[config.mk]
export PLATFORM = sky130hd
export DESIGN_NAME = irq_dispatcher
export DESIGN_NICKNAME = d
export VERILOG_FILES = /design/src/rtl/cpu_pkg.sv /design/src/rtl/irq_prio_enc.sv /design/src/rtl/irq_dispatcher.sv
export SDC_FILE = /design/constraint.sdc
export NUM_CORES = 1
export LEC_CHECK = 0
export CORE_MARGIN = 3
export CORE_UTILIZATION = 55
export CTS_BUF_LIST = sky130_fd_sc_hd__clkbuf_16
export DETAILED_ROUTE_END_ITERATION = 6
export PLACE_DENSITY = 0.88
export SYNTH_ARGS = -nofsm -noshare
export SYNTH_HDL_FRONTEND = slang
export SYNTH_SLANG_ARGS = --single-unit
[constraint.sdc]
create_clock -name clk -period 2.11 [get_ports clk]
set_input_delay 0.5275 -clock clk [delete_from_list [all_inputs] [get_ports clk]]
set_output_delay 0.5275 -clock clk [all_outputs]
set_load 0.005 [all_outputs]
[src/rtl/cpu_pkg.sv]
// Shared definitions for the interrupt dispatcher: FSM state encoding,
// source index constants, default timing parameters and a small helper
// that turns a source index into a one-hot irq vector.
package cpu_pkg;

    typedef enum logic [1:0] {
        ST_IDLE    = 2'd0,
        ST_FIRE    = 2'd1,
        ST_SERVICE = 2'd2,
        ST_HOLDOFF = 2'd3
    } state_t;

    localparam logic [1:0] SRC_NONE = 2'd0;
    localparam logic [1:0] SRC_1    = 2'd1;
    localparam logic [1:0] SRC_2    = 2'd2;
    localparam logic [1:0] SRC_3    = 2'd3;

    localparam int unsigned TIMEOUT_DEFAULT = 1024;
    localparam int unsigned HOLDOFF_DEFAULT = 2;

    // Source index (1..3) to one-hot bit position (bit0..bit2); none -> 0.
    function automatic logic [2:0] src_onehot(input logic [1:0] idx);
        logic [2:0] vec;
        vec = 3'b000;
        case (idx)
            SRC_1:   vec = 3'b001;
            SRC_2:   vec = 3'b010;
            SRC_3:   vec = 3'b100;
            default: vec = 3'b000;
        endcase
        return vec;
    endfunction

endpackage

[src/rtl/irq_prio_enc.sv]
// Fixed-priority encoder for the three interrupt sources. bit0 has the
// highest priority. The index uses the source numbering 1..3, 0 = none.
module irq_prio_enc
    import cpu_pkg::*;
(
    input  logic [2:0] req,
    output logic       valid,
    output logic [1:0] idx
);

    // Lowest set bit wins.
    always_comb begin
        valid = |req;
        idx   = SRC_NONE;
        if (req[0]) begin
            idx = SRC_1;
        end else if (req[1]) begin
            idx = SRC_2;
        end else if (req[2]) begin
            idx = SRC_3;
        end
    end

endmodule

[src/rtl/irq_dispatcher.sv]
// Interrupt dispatcher: latches peripheral requests, applies a mask and
// fixed priority, and hands one request at a time to the core as a single
// cycle irq pulse, then waits for end-of-interrupt (or a service timeout)
// plus a holdoff gap before the next dispatch.
// Optional feature: define IRQ_OVERRUN_EN to add the sticky overrun port
// that flags requests arriving for an already pending or active source.
module irq_dispatcher
    import cpu_pkg::*;
#(
    parameter int unsigned TIMEOUT = TIMEOUT_DEFAULT,
    parameter int unsigned HOLDOFF = HOLDOFF_DEFAULT
) (
    input  logic       clk,
    input  logic       rst,
    input  logic [2:0] src_req,
    input  logic       mask_wr,
    input  logic [2:0] mask_data,
    input  logic       clr_err,
    input  logic       eirq,
    output logic       irq1,
    output logic       irq2,
    output logic       irq3,
    output logic [2:0] pending,
    output logic [1:0] active,
    output logic       busy,
    output logic       timeout_err
`ifdef IRQ_OVERRUN_EN
    ,
    output logic [2:0] overrun
`endif
);

    // Last counter value of a service window / holdoff window.
    localparam logic [15:0] SVC_LAST  = 16'(TIMEOUT - 1);
    localparam logic [3:0]  HOLD_LAST = (HOLDOFF > 0) ? 4'(HOLDOFF - 1) : 4'd0;

    state_t      state;
    logic [2:0]  mask;
    logic [2:0]  irq_vec;
    logic [15:0] svc_cnt;
    logic [3:0]  hold_cnt;

    logic [2:0]  eligible;
    logic        win_valid;
    logic [1:0]  win_idx;
    logic        dispatch;
    logic [2:0]  dispatch_clr;
    logic        timeout_hit;

    assign eligible = pending & mask;

    irq_prio_enc u_prio (
        .req   (eligible),
        .valid (win_valid),
        .idx   (win_idx)
    );

    assign dispatch     = (state == ST_IDLE) && win_valid;
    assign dispatch_clr = dispatch ? src_onehot(win_idx) : 3'b000;
    // eirq in the timeout cycle counts as a normal end of service.
    assign timeout_hit  = (state == ST_SERVICE) && !eirq && (svc_cnt == SVC_LAST);

    assign irq1 = irq_vec[0];
    assign irq2 = irq_vec[1];
    assign irq3 = irq_vec[2];

    // Request latch: new requests are OR-ed in after the dispatch clear so
    // a request for the winner in its dispatch cycle stays pending.
    always_ff @(posedge clk or negedge rst) begin
        if (!rst) begin
            pending <= 3'b000;
        end else begin
            pending <= (pending & ~dispatch_clr) | src_req;
        end
    end

    // Mask register; all sources enabled out of reset.
    always_ff @(posedge clk or negedge rst) begin
        if (!rst) begin
            mask <= 3'b111;
        end else if (mask_wr) begin
            mask <= mask_data;
        end
    end

    // Dispatch FSM with registered irq, active and busy outputs.
    always_ff @(posedge clk or negedge rst) begin
        if (!rst) begin
            state    <= ST_IDLE;
            irq_vec  <= 3'b000;
            active   <= SRC_NONE;
            busy     <= 1'b0;
            svc_cnt  <= 16'd0;
            hold_cnt <= 4'd0;
        end else begin
            irq_vec <= 3'b000;
            case (state)
                ST_IDLE: begin
                    if (win_valid) begin
                        state   <= ST_FIRE;
                        irq_vec <= src_onehot(win_idx);
                        active  <= win_idx;
                        busy    <= 1'b1;
                    end
                end
                ST_FIRE: begin
                    state   <= ST_SERVICE;
                    svc_cnt <= 16'd0;
                end
                ST_SERVICE: begin
                    if (eirq || (svc_cnt == SVC_LAST)) begin
                        active  <= SRC_NONE;
                        svc_cnt <= 16'd0;
                        if (HOLDOFF == 0) begin
                            state <= ST_IDLE;
                            busy  <= 1'b0;
                        end else begin
                            state    <= ST_HOLDOFF;
                            hold_cnt <= 4'd0;
                        end
                    end else begin
                        svc_cnt <= svc_cnt + 16'd1;
                    end
                end
                ST_HOLDOFF: begin
                    if (hold_cnt == HOLD_LAST) begin
                        state    <= ST_IDLE;
                        busy     <= 1'b0;
                        hold_cnt <= 4'd0;
                    end else begin
                        hold_cnt <= hold_cnt + 4'd1;
                    end
                end
                default: begin
                    state <= ST_IDLE;
                    busy  <= 1'b0;
                end
            endcase
        end
    end

    // Sticky timeout flag; a new timeout beats a simultaneous clear.
    always_ff @(posedge clk or negedge rst) begin
        if (!rst) begin
            timeout_err <= 1'b0;
        end else if (timeout_hit) begin
            timeout_err <= 1'b1;
        end else if (clr_err) begin
            timeout_err <= 1'b0;
        end
    end

`ifdef IRQ_OVERRUN_EN
    logic [2:0] overrun_set;

    assign overrun_set = src_req & (pending | src_onehot(active));

    // Sticky overrun flags; new overruns beat a simultaneous clear.
    always_ff @(posedge clk or negedge rst) begin
        if (!rst) begin
            overrun <= 3'b000;
        end else if (clr_err) begin
            overrun <= overrun_set;
        end else begin
            overrun <= overrun | overrun_set;
        end
    end
`else
    // Without overrun tracking, repeated requests merge silently in the
    // pending latch.
`endif

endmodule

==> results of run 1 <==
==> routing by layer <==
metal,global-route usage (%),vias up,wire (um)
li1,-,663,-
met1,26.33,642,1536
met2,32.49,39,1659
met3,7.554,7,218
met4,7.989,0,58
met5,0,-,0
==> cell families (layout without fill, tap and decap cells) <==
family                   Yosys count  in the layout  share of synthesized area (%)
AO/OA/AOI/OAI                     28             28                          11.78
XOR/XNOR                          12             12                          5.996
flip-flops                        35             35                          50.18
multiplexers                       5              5                          3.069
AND/OR/NAND/NOR                   71             71                          21.48
buffers and inverters             11             39                          2.498
adder cells (fa/ha/maj)            7              7                          4.996
==> cells in the final DEF, fill, tap and decap left out, types with 2 or more instances in the layout <==
master / count
sky130_fd_sc_hd__mux2i_1: 2
sky130_fd_sc_hd__and4_1: 2
sky130_fd_sc_hd__nor2_1: 19
sky130_fd_sc_hd__nand3_1: 9
sky130_fd_sc_hd__clkinv_1: 2
sky130_fd_sc_hd__o2bb2ai_1: 3
sky130_fd_sc_hd__dfrtp_1: 32
sky130_fd_sc_hd__nand2b_1: 4
sky130_fd_sc_hd__dfstp_2: 3
sky130_fd_sc_hd__mux2_2: 3
sky130_fd_sc_hd__clkbuf_16: 5
sky130_fd_sc_hd__inv_1: 9
sky130_fd_sc_hd__xor2_1: 4
sky130_fd_sc_hd__nor3_1: 3
sky130_fd_sc_hd__nand2_1: 14
sky130_fd_sc_hd__a21oi_1: 3
sky130_fd_sc_hd__ha_1: 7
sky130_fd_sc_hd__a22oi_1: 3
sky130_fd_sc_hd__o21ai_0: 7
sky130_fd_sc_hd__and3_1: 2
sky130_fd_sc_hd__xnor2_1: 8
sky130_fd_sc_hd__nand4_1: 7
sky130_fd_sc_hd__a21o_1: 2
sky130_fd_sc_hd__clkdlybuf4s50_1: 20
sky130_fd_sc_hd__nor4_1: 4
sky130_fd_sc_hd__buf_4: 3
==> registers in the layout, summed over array words and instances, names as in the netlist <==
register     count
mask             3
irq_vec          3
busy             1
svc_cnt         16
timeout_err      1
pending          3
active           2
state            2
hold_cnt         4
==> path summary, 6_finish.rpt <==
path | slack (ns) | end | cells past startpoint | from
worst max-delay path | 0.19 | svc_cnt[14] | 6 | state[1]
worst min-delay path | 0.52 | active[0] | 1 | active[0]
worst max register to register | 0.19 | svc_cnt[14] | 6 | state[1]
worst min register to register | 0.52 | active[0] | 1 | active[0]
max in group asynchronous | 1.12 | mask[2] | 2 | rst
min in group asynchronous | 0.66 | irq_vec[0] | 2 | rst
==> power by group through the flow <==
stage / Sequential [mW] / Combinational [mW] / Clock, mW
floorplan: 0.878 / 0.541 / 0
finish: 0.885 / 0.819 / 0.673
global route: 0.903 / 0.920 / 0.730
global placement: 0.886 / 0.772 / 0
detailed placement: 0.892 / 0.807 / 0
CTS: 0.884 / 0.812 / 0.691
==> area by class of cell <==
class,instances,area share (%)
inverters,8,1.395
flip-flops and latches,35,40.85
clock inverters,3,0.5230
clock buffers,5,5.811
multi-input cells,123,38.64
well taps,42,2.440
repair buffers,23,10.34
==> what timing repair did <==
| action | CTS | global route |
|---|---|---|
| resized for setup | 0 | 1 |
| buffers inserted | 0 | 0 |
| endpoints found under the setup margin | 0 | 12 |
==> metrics by stage <==
step,worst slack (ns),util (%)
floorplan,0.4337,-
global placement,0.09608,69.46
detailed placement,-0.03417,69.46
CTS,0.1611,74.16
global route,0.05340,74.25
finish,0.1944,74.25
==> impl_summary.md, run 1 <==
Run status
The flow ran to the end, and the final reports show no timing, DRC or antenna violations.

Hold path
The kind of path behind the tightest hold check is reg2reg.

CTS
The H-tree level count is 2. The hold-fix buffer count after cts is 0. The CTS buffer count is 5. The later-pin clock latency in the skew report is 0.28 ns. Clock-pin slew was measured on the worst setup and hold paths at 0.05 ns. The tree is rooted in a sky130_fd_sc_hd__clkbuf_16.

The clock tree from TritonCTS is yes. The count of clock tree sinks is 35. The longest clock path from root to sink contains 2 buffers.

Routing
The final wirelength is 3472 um. The number of vias after detailed routing is 1351. The number of routed nets with antenna violations is 0.

The post-route DRC violation count is 0. The per-cell routed wire length is 14.53 um. For this run, the detailed router's first-pass iteration total came to 4. The starting DRC count in detailed routing is 127.

The via density per instance is 5.653.

STA
The count of final max-slew check failures came to 0. Setup violations remaining at the end of the flow were counted as 0. The worst slew margin relative to its limit is 67.60%. The part of the cycle the worst path needs is 90.79%.

Setup repair after global routing left no endpoint under its margin. The worst setup skew after layout is 0.004392 ns. The total negative slack is 0 ns. The count of final hold-check violations is 0. For the pin with the worst max-slew slack, the measured transition is 0.4855 ns.

The final critical-path required period is 1.916 ns. Hold timing on the final database bottoms out at a slack of 0.5201 ns. Based on the critical path, the design can be clocked at up to 522.0 MHz.

Worst setup path
The worst setup path is launched from a flip-flop. The critical path's largest stage delay is 0.44 ns. The number of buffers and inverters on the critical path is 1. The required time at the endpoint of the critical path is 2.25 ns. Along the worst path, the maximum fanout reaches 9. Walking the worst path, the cells encountered are inv_1, ha_1, nand3_1, nor4_1, xnor2_1, nor2_1. The data arrival time of the critical path is 2.05 ns. In this design, the largest share of critical-path delay is due to simple AND/OR/NAND/NOR gates. The cell at the slowest stage of the critical path is sky130_fd_sc_hd__ha_1. The worst setup path is captured at a flip-flop. The type of the worst setup path is reg2reg.

Global routing
The first global-routing pass estimated 6361 um of wire. The via count of the first global-routing pass is 1341. The number of antenna violations at the first check in global routing came to 0.

The total overflow left after global routing is 0. The all-layer global routing usage is 20.77%. Entering global routing, the biggest net connects 36 pins.

Floorplan
The floorplan has 19 rows. Once the floorplan was initialized, standard cells occupied 60.44% of the core. The overall die width is 62.46 um.

The total I/O pin count is 21. In this run the standard cell core region covers 2900 um2. The die is 62.46 um tall. The die covers 3901 um2.

Power
Of the total power, registers draw 37.2%. The static leakage is 0.9184 nW. The completed layout was analyzed and its total power is 2.378 mW. The power share of the clock group is 28.3%.

IR analysis of the VDD net gives a maximum drop of 0.0007733 V. Combinational cells account for 34.4% of the total power. In this run the power spent charging and discharging nets is 0.8177 mW. The cell internal power dissipation is 1.560 mW. The share of total power consumed by net switching is 34.39%. Dividing total power by cell area gives a power density of 1104 nW/um2.

Placed design
The number of buffer cells added on primary ports is 20. The global placer's final weighted congestion is 0.8440. After legalization and detailed placement, the total HPWL measured 2478 um. The placed standard-cell area is 2014 um2. In this run, placement finished with an instance count of 231.

Cells and area
The filler-free cell count of the finished design is 239. The number of inserted diodes is 0. The multi-input combinational cells in the finished layout cover a total of 832.0 um2. Relative to the synthesized area, the layout overhead comes to 22.84%. The fraction of layout instances using a drive strength above 1 is 10.15%. The filler cell count is 198.

The post-route cell area is 2153 um2. The sequential cells in the finished layout cover a total of 879.6 um2. After the last flow step, the layout net total stands at 214.

Synthesis
The cell area after synthesis is 1753 um2. The sequential-to-total area share from yosys stat is 50.18%. The top cell type by area accounts for 45.68% of the synthesized area. The number of nets in the synthesized netlist is 187.

A synthesized cell averages 10.37 um2. After synthesis, the cell types taking the most area are sky130_fd_sc_hd__dfrtp_1 46%, sky130_fd_sc_hd__ha_1 5.0%, sky130_fd_sc_hd__dfstp_2 4.5%. The most used flip-flop cell after synthesis is sky130_fd_sc_hd__dfrtp_1.

The most instantiated library cell after synthesis is sky130_fd_sc_hd__dfrtp_1. The fraction of synthesis flops using an asynchronous set or reset pin is 100.0%. The dominant cell type by area after synthesis is sky130_fd_sc_hd__dfrtp_1. In the synthesized netlist, the cells that appear most often are 32 x sky130_fd_sc_hd__dfrtp_1, 20 x sky130_fd_sc_hd__nor2_1, 14 x sky130_fd_sc_hd__nand2_1, 9 x sky130_fd_sc_hd__nand3_1.

The count of flip-flops with a built-in enable after synthesis is 0. During synthesis, Yosys emitted a total of 0 warnings. The flip-flop and latch count after synthesis is 35. The netlist uses 40 different library cells. The cell count after synthesis came out at 169.

Run
The count of max-cap constraint violations is 0.
(Power assumes the default switching activity.)
==> inputs of run 2 (changes only) <==
--- a/config.mk
+++ b/config.mk
@@ -5,9 +5,11 @@
 export SDC_FILE = /design/constraint.sdc
 export NUM_CORES = 1
 export LEC_CHECK = 0
+export CAP_MARGIN = 10
 export CORE_MARGIN = 3
 export CORE_UTILIZATION = 55
 export CTS_BUF_LIST = sky130_fd_sc_hd__clkbuf_16
+export CTS_CLUSTER_DIAMETER = 30
 export DETAILED_ROUTE_END_ITERATION = 6
 export PLACE_DENSITY = 0.88
 export SYNTH_ARGS = -nofsm -noshare
==> results of run 2 <==
No change in the layout: final DEF, timing and power equal those of run 1.
